==> src/rtl/rr_priority_arbiter.sv <==
// Registered arbiter: fixed highest-index priority or round-robin with optional lock.
// Winner is presented one cycle after sampling on a valid/ready grant port.
module rr_priority_arbiter #(
    parameter int unsigned IN_WIDTH = 8,
    localparam int unsigned OUT_WIDTH = $clog2(IN_WIDTH)
) (
    input  logic                 clk,
    input  logic                 rst_n,
    input  logic [IN_WIDTH-1:0]  req,
    input  logic                 mode,
    input  logic                 lock,
    output logic                 out_valid,
    input  logic                 out_ready,
    output logic [OUT_WIDTH-1:0] out_idx,
    output logic [IN_WIDTH-1:0]  out_onehot
);

    logic                 valid_q, valid_d;
    logic [OUT_WIDTH-1:0] idx_q, idx_d;
    logic [IN_WIDTH-1:0]  onehot_q, onehot_d;
    logic [OUT_WIDTH-1:0] ptr_q, ptr_d;

    logic                 cap;
    logic                 any_req;
    logic                 lock_hit;
    logic [OUT_WIDTH-1:0] fix_idx;
    logic [OUT_WIDTH-1:0] rr_idx;
    logic [OUT_WIDTH-1:0] win_idx;
    logic [IN_WIDTH-1:0]  win_onehot;
    logic [OUT_WIDTH-1:0] cand_idx;
    int unsigned          cand;

    assign cap      = !valid_q || out_ready;
    assign any_req  = |req;
    assign lock_hit = mode && lock && req[ptr_q];

    // Highest set index wins: later iterations overwrite earlier ones.
    always_comb begin
        fix_idx = '0;
        for (int unsigned i = 0; i < IN_WIDTH; i++) begin
            if (req[i]) begin
                fix_idx = OUT_WIDTH'(i);
            end
        end
    end

    // Walk offsets from farthest to nearest so the nearest requester below ptr wins.
    always_comb begin
        rr_idx   = '0;
        cand     = 0;
        cand_idx = '0;
        for (int unsigned k = IN_WIDTH; k >= 1; k--) begin
            cand = 32'(ptr_q) + IN_WIDTH - k;
            if (cand >= IN_WIDTH) begin
                cand = cand - IN_WIDTH;
            end
            cand_idx = OUT_WIDTH'(cand);
            if (req[cand_idx]) begin
                rr_idx = cand_idx;
            end
        end
    end

    always_comb begin
        win_idx = fix_idx;
        if (lock_hit) begin
            win_idx = ptr_q;
        end else if (mode) begin
            win_idx = rr_idx;
        end
        win_onehot = {{(IN_WIDTH-1){1'b0}}, 1'b1} << win_idx;
    end

    always_comb begin
        valid_d  = valid_q;
        idx_d    = idx_q;
        onehot_d = onehot_q;
        ptr_d    = ptr_q;
        if (cap) begin
            if (any_req) begin
                valid_d  = 1'b1;
                idx_d    = win_idx;
                onehot_d = win_onehot;
                if (mode) begin
                    ptr_d = win_idx;
                end
            end else begin
                valid_d  = 1'b0;
                idx_d    = '0;
                onehot_d = '0;
            end
        end
    end

    always_ff @(posedge clk or negedge rst_n) begin
        if (!rst_n) begin
            valid_q  <= 1'b0;
            idx_q    <= '0;
            onehot_q <= '0;
            ptr_q    <= '0;
        end else begin
            valid_q  <= valid_d;
            idx_q    <= idx_d;
            onehot_q <= onehot_d;
            ptr_q    <= ptr_d;
        end
    end

    assign out_valid  = valid_q;
    assign out_idx    = idx_q;
    assign out_onehot = onehot_q;

endmodule

==> config.mk <==
export PLATFORM = sky130hd
export DESIGN_NAME = rr_priority_arbiter
export DESIGN_NICKNAME = d
export VERILOG_FILES = /design/src/rtl/rr_priority_arbiter.sv
export SDC_FILE = /design/constraint.sdc
export NUM_CORES = 1
export LEC_CHECK = 0
export ABC_AREA = 0
export CAP_MARGIN = 0
export CORE_MARGIN = 5
export CORE_UTILIZATION = 30
export CTS_BUF_LIST = sky130_fd_sc_hd__clkbuf_8
export DETAILED_ROUTE_END_ITERATION = 6
export GPL_TIMING_DRIVEN = 0
export PLACE_DENSITY = 0.56
export SLEW_MARGIN = 5
export SYNTH_ARGS = -nofsm -noshare
export SYNTH_HDL_FRONTEND = slang
export SYNTH_SLANG_ARGS = --single-unit
==> constraint.sdc <==
create_clock -name clk -period 3.1 [get_ports clk]
set_input_delay 0.62 -clock clk [delete_from_list [all_inputs] [get_ports clk]]
set_output_delay 0.62 -clock clk [all_outputs]
set_load 0.01 [all_outputs]
Word-level counts from Yosys, hierarchy flattened
Index checks and enable logic that the tools add are counted.
{"block": "classes", "n_addsub": 17, "order_cmp": 17, "shift": 1, "muxes": 46, "reduce_logical": 6}
{"operator": "$ge A32 B4 Y1 const B", "n": 8}
{"operator": "$mux W3", "n": 24}
{"operator": "$lt A3 B4 Y1 const B", "n": 9}
{"operator": "$bmux W1 S3", "n": 9}
{"operator": "$sub A3 B1 Y3 const B", "n": 8}
{"operator": "$sub A5 B3 Y6 const B", "n": 4}
{"operator": "$sub A5 B2 Y6 const B", "n": 2}
{"operator": "$mux W1", "n": 11}
{"operator": "$mux W8", "n": 1}
{"operator": "$reduce_or A8 Y1", "n": 1}
{"operator": "$shl A1 B3 Y8 const A", "n": 1}
{"operator": "$sub A5 B1 Y6 const B", "n": 1}
{"operator": "$sub A5 B4 Y6 const B", "n": 1}
{"operator": "$add A3 B4 Y5 const B", "n": 1}
{"operator": "$reduce_and A3 Y1", "n": 1}
{"operator": "$logic_and A1 B1 Y1", "n": 2}
{"operator": "$mux W2", "n": 1}
{"operator": "$logic_not A1 Y1", "n": 1}
{"operator": "$logic_or A1 B1 Y1", "n": 1}
{"block": "word_totals", "reg_bits": 15, "inputBits": 13, "out_inout_bits": 12, "word_cells": 91}

Longest topological paths before layout
{"block": "logic_depth", "ltp_word": 18, "ltp_mapped": 13, "depth_no_buf": 9}

Worst setup path after synthesis
OpenSTA, ideal clock, no wires.
{"block": "synth_path", "path_type": "register to register", "startpoint": "register ptr_q[0]", "endpoint": "register onehot_q[1], in the netlist out_onehot[1]", "setup_ps": 122, "arrival_time_ps": 3224, "t_required_ps": 2978, "slack_ps": -246, "path_stages_with_launch": 14, "path_buffers": 4, "synth_period_minus_slack_ps": 3346, "cell_sequence": "dfrtp_1 buf_6 buf_2 buf_2 inv_1 ha_1 buf_2 mux4_2 mux2i_2 or2_1 a211oi_1 a211o_1 a221o_1 a32o_1"}
{"block": "synth_via", "elab_chain_len": 18, "elab_cells_between_ends": 64, "classes_between": "add/sub: 17; order compare: 8; shift: 1; mux: 37; reduce/logical: 1"}
{"element": "start, declared", "line": "21", "source": "logic [OUT_WIDTH-1:0] ptr_q, ptr_d;"}
{"element": "start signal, assigned", "line": "105", "source": "ptr_q <= ptr_d;"}
{"element": "$add A3 B4 Y5", "line": "53", "source": "cand = 32'(ptr_q) + IN_WIDTH - k;"}
{"element": "$sub A5 B4 Y6", "line": "53"}
{"element": "$ge A32 B4 Y1 / $sub A3 B1 Y3 (equally long branches)", "line": "54, 55"}
{"element": "$mux W3", "line": "54", "source": "if (cand >= IN_WIDTH) begin"}
{"element": "$bmux W1 S3", "line": "58", "source": "if (req[cand_idx]) begin"}
{"element": "$mux W1 (not written as such)", "line": "58"}
{"element": "$mux W3 (8 in a row)", "line": "58"}
{"element": "$mux W3", "line": "68", "source": "end else if (mode) begin"}
{"element": "$mux W3 *", "line": "66", "source": "if (lock_hit) begin"}
{"element": "$shl A1 B3 Y8 *", "line": "71", "source": "win_onehot = {{(IN_WIDTH-1){1'b0}}, 1'b1} << win_idx;"}
{"element": "$mux W8 *", "line": "80", "source": "if (any_req) begin"}
{"element": "end signal, assigned", "line": "104", "source": "onehot_q <= onehot_d;"}
{"element": "end, declared", "line": "20", "source": "logic [IN_WIDTH-1:0] onehot_q, onehot_d;"}
Mark *: on every way between the ends. The rest lies on a longest branch, timed or not. The select of a mux whose other input is x is not followed.
A chain may end at the register's enable or synchronous reset.

Final worst setup path
Same ends and word-level chain as after synthesis.

==> summary.txt <==
Status
  – Status: complete, no violations

Power
  – LEAKAGE: 0.9133 nW
  – Gate power share: 0.822
  – Total power: 2.765 mW
  – P per Cell Area: 1244 nW/um^2
  – P_sw: 1.250 mW
  – Sw frac: 0.4521
  – Int Power: 1.515 mW
  – Worst VDD drop: 0.0005251 V
  – Clock share of power: 0.056
  – Sequential fraction of design power: 0.122

Place
  – I/O Buffers: 19
  – Dpl hpwl: 3380 um
  – Placed insts: 263
  – Final GP Congestion: 0.8224
  – Post-placement cell area: 1909 sq um
  – Post-Place Worst Slack: -0.3719 ns

Worst setup path
  – Worst Path Max Fanout: 7
  – WS Path Type: flop to flop
  – CP Data Required Time: 3.23 ns
  – FF-to-FF path depth: 11
  – CP max stage cell: mux4_2
  – Critical path cell sequence: buf_8, buf_8, inv_4, ha_4, mux4_2, mux2i_4, or2_1, a211oi_2, a211o_1, a221o_1, a32o_1
  – Startpoint Class: flop
  – Most common cell on crit path: buf_8
  – RR Endpoint: out_onehot[1]
  – Slowest stage delay, CP: 0.58 ns
  – R2r setup slk: 0.04 ns
  – FF-to-FF Start: ptr_q[0]
  – Worst Path Arrival: 3.19 ns
  – Setup crit end kind: flop

Clock tree
  – CTS clock-pin slew for the worst setup and hold paths: 0.06 ns
  – Worst skew pair latency: 0.24 ns
  – Total CTS buffers: 3
  – Clock sinks: 15
  – Clock root buffer: clkbuf_8
  – CTS max path bufs: 2
  – CTS H-tree lvls: 1
  – CTS tree: done

Timing
  – Rel. slew slack: 0.5614
  – Worst-Margin Slew: 0.6558 ns
  – Final Cycle Share: 0.9865
  – Final setup viols: 0
  – Slew Limit Fails: 0
  – Setup Skew: 0.003552 ns
  – Final setup TNS: 0 ns
  – RSZ-0062 raised after global routing: yes
  – Peak Freq: 327.0 MHz
  – Hold WS: 0.4868 ns
  – Worst setup margin: 0.04196 ns
  – Final min period: 3.058 ns
  – Final hold vios: 0

Synth
  – Synth top area share: 0.2346
  – Syn Nets: 189
  – Netlist cell types: 47
  – Post-synth top area cell: dfrtp_1
  – Register area share after synthesis: 0.2346
  – Post-synth EDFFs: 0
  – YS warnings: 0
  – Post-synth ARST share: 1.000
  – #FFs+latches synth: 15
  – Synth top area cells: dfrtp_1, mux4_2, mux2i_1
  – Post-synthesis cell area: 1600 sq um
  – Syn Inst Count: 174
  – Syn Area/Cell: 9.197 sq um
  – Commonest register cell after synthesis: dfrtp_1

Finish
  – Final cell count without fillers: 286
  – Share of layout cells above drive strength 1: 0.3287
  – Antenna diodes: 0
  – Final Cell Area: 2222 sq um
  – Util after Layout: 0.4323
  – NumNets Final: 232
  – Area Growth Syn to Fin: 38.86%

Route
  – Routed Antenna Nets: 0
  – Initial DRC Count: 104
  – DR DRC count: 0
  – Vias per cell: 5.643
  – Via count: 1614
  – Wire length per cell: 17.07 um
  – Routed wire length: 4882 um
  – TritonRoute pass-1 iters: 4

Floorplanning
  – DIE AREA: 6895 sq um
  – Initial Util: 0.3113
  – Rows: 26
  – Die Wd: 83.04 um
  – Die H: 83.04 um
  – # IOs: 25
  – Floorplan Core Area: 5140 sq um

Hold path
  – Hold-critical path depth: 2
  – Hold Crit Endpoint: out_onehot[4]
  – Hold Startpoint: out_onehot[4]
  – Type of the worst min-delay path: flop to flop

Global routing
  – GRT Residual Overflow: 0
  – Antenna violations before repair: 0
  – First-pass GRT wire length: 7962 um
  – Vias in the first global route: 1590
  – Largest net degree at the start of global routing: 16
  – GRT Util Overall: 0.1365

Job
  – Max cap viols: 0
## worst max path at each step
stage,startpoint,end,slack [ns],cells after the start
finish,ptr_q[0],out_onehot[1],0.04,11
global route,ptr_q[0],out_onehot[3],-0.04,11
CTS,ptr_q[0],out_onehot[1],0.004,11
detailed placement,ptr_q[0],out_onehot[1],-0.37,13
global placement,ptr_q[0],out_onehot[3],-0.41,13
floorplan,ptr_q[0],out_onehot[1],0.03,12
## state kept, by name, summed over array words and instances (netlist names)
signal	count
out_onehot	8
ptr_q	3
out_idx	3
out_valid	1
## cell families after synthesis
group,count (synthesis),share of synthesized area
AOI/OAI and AO/OA,59,0.2877
buffers and inverters,22,0.06333
xor gates and xnor gates,3,0.02111
and+or+nand+nor,46,0.1392
muxes,27,0.2385
DFF,15,0.2346
adders and majority gates,2,0.01563
## metal layers
layer	part of all wire	vias to the layer above	GRT usage
li1	-	766	-
met3	0.052	8	0.02277
met2	0.47	53	0.2099
met4	0.014	0	0.03269
met5	0	-	0
met1	0.47	787	0.1985
## timing repair
item / CTS / global route
gates resized for setup: 10 / 20
pin swaps: 6 / 11
hold buffers: 0 / 0
setup buffers: 9 / 11
setup endpoints to repair: 12 / 13
## worst max-delay path: cells and delay by family, from the launching register on
| family | cells | cell delay, ns |
|---|---|---|
| compound gates | 4 | 1.08 |
| flops | 1 | 0.37 |
| buf+inv | 3 | 0.29 |
| mux | 2 | 0.79 |
| simple gates | 1 | 0.14 |
| fa+ha+maj | 1 | 0.28 |
## layout make-up
type | count | area (sq um)
Timing Repair Buffer | 39 | 350.3
Sequential cell | 15 | 376.6
Buffer | 11 | 87.58
Inverter | 10 | 40.04
Multi-Input combinational cell | 137 | 1234
Fill cell | 532 | 2918
Clock buffer | 3 | 41.29
Clock inverter | 1 | 5.005
Tap cell | 70 | 87.58
## power by group through the flow
stage               Clock, mW  Sequential, mW  Combinational, mW
CTS                     0.162           0.337               1.97
global route            0.173           0.352               2.42
detailed placement          0           0.341               1.72
floorplan                   0           0.358               1.28
global placement            0           0.343               1.73
finish                  0.156           0.338               2.27
## cells in the mapped netlist (all sizes together), types with 3 or more instances
cell    instances
mux2            6
mux2i          13
inv            10
o21ai          12
mux4            8
a221o           3
buf            10
nand3           7
dfrtp          15
a21oi           6
nand2          18
o31ai           5
a211oi          6
a32o            5
nor3            3
nor2            7
## cell usage in the layout (no fill, tap or decap), types with 2 or more instances in the layout
cell type	instances
mux4_2	8
o21ai_0	7
a21oi_1	6
mux2_2	6
o211ai_1	2
clkbuf_1	2
a32o_1	5
o21ai_1	5
inv_1	8
buf_2	6
o31ai_1	4
a211oi_2	5
a211o_1	2
nand3_1	7
nor2b_1	2
mux2i_2	2
nor4_1	2
a221o_1	3
clkbuf_8	3
buf_8	2
a22oi_1	2
dlymetal6s2s_1	4
nor2_1	7
clkdlybuf4s50_1	15
nor3_1	3
o22a_1	2
o2111ai_1	2
a22o_1	2
a21o_1	2
mux2i_4	4
mux2i_1	7
dfrtp_1	14
nand2_1	17
buf_4	20
o21bai_1	2
xor2_1	2
Note: power is estimated with default switching activity, not from simulation.
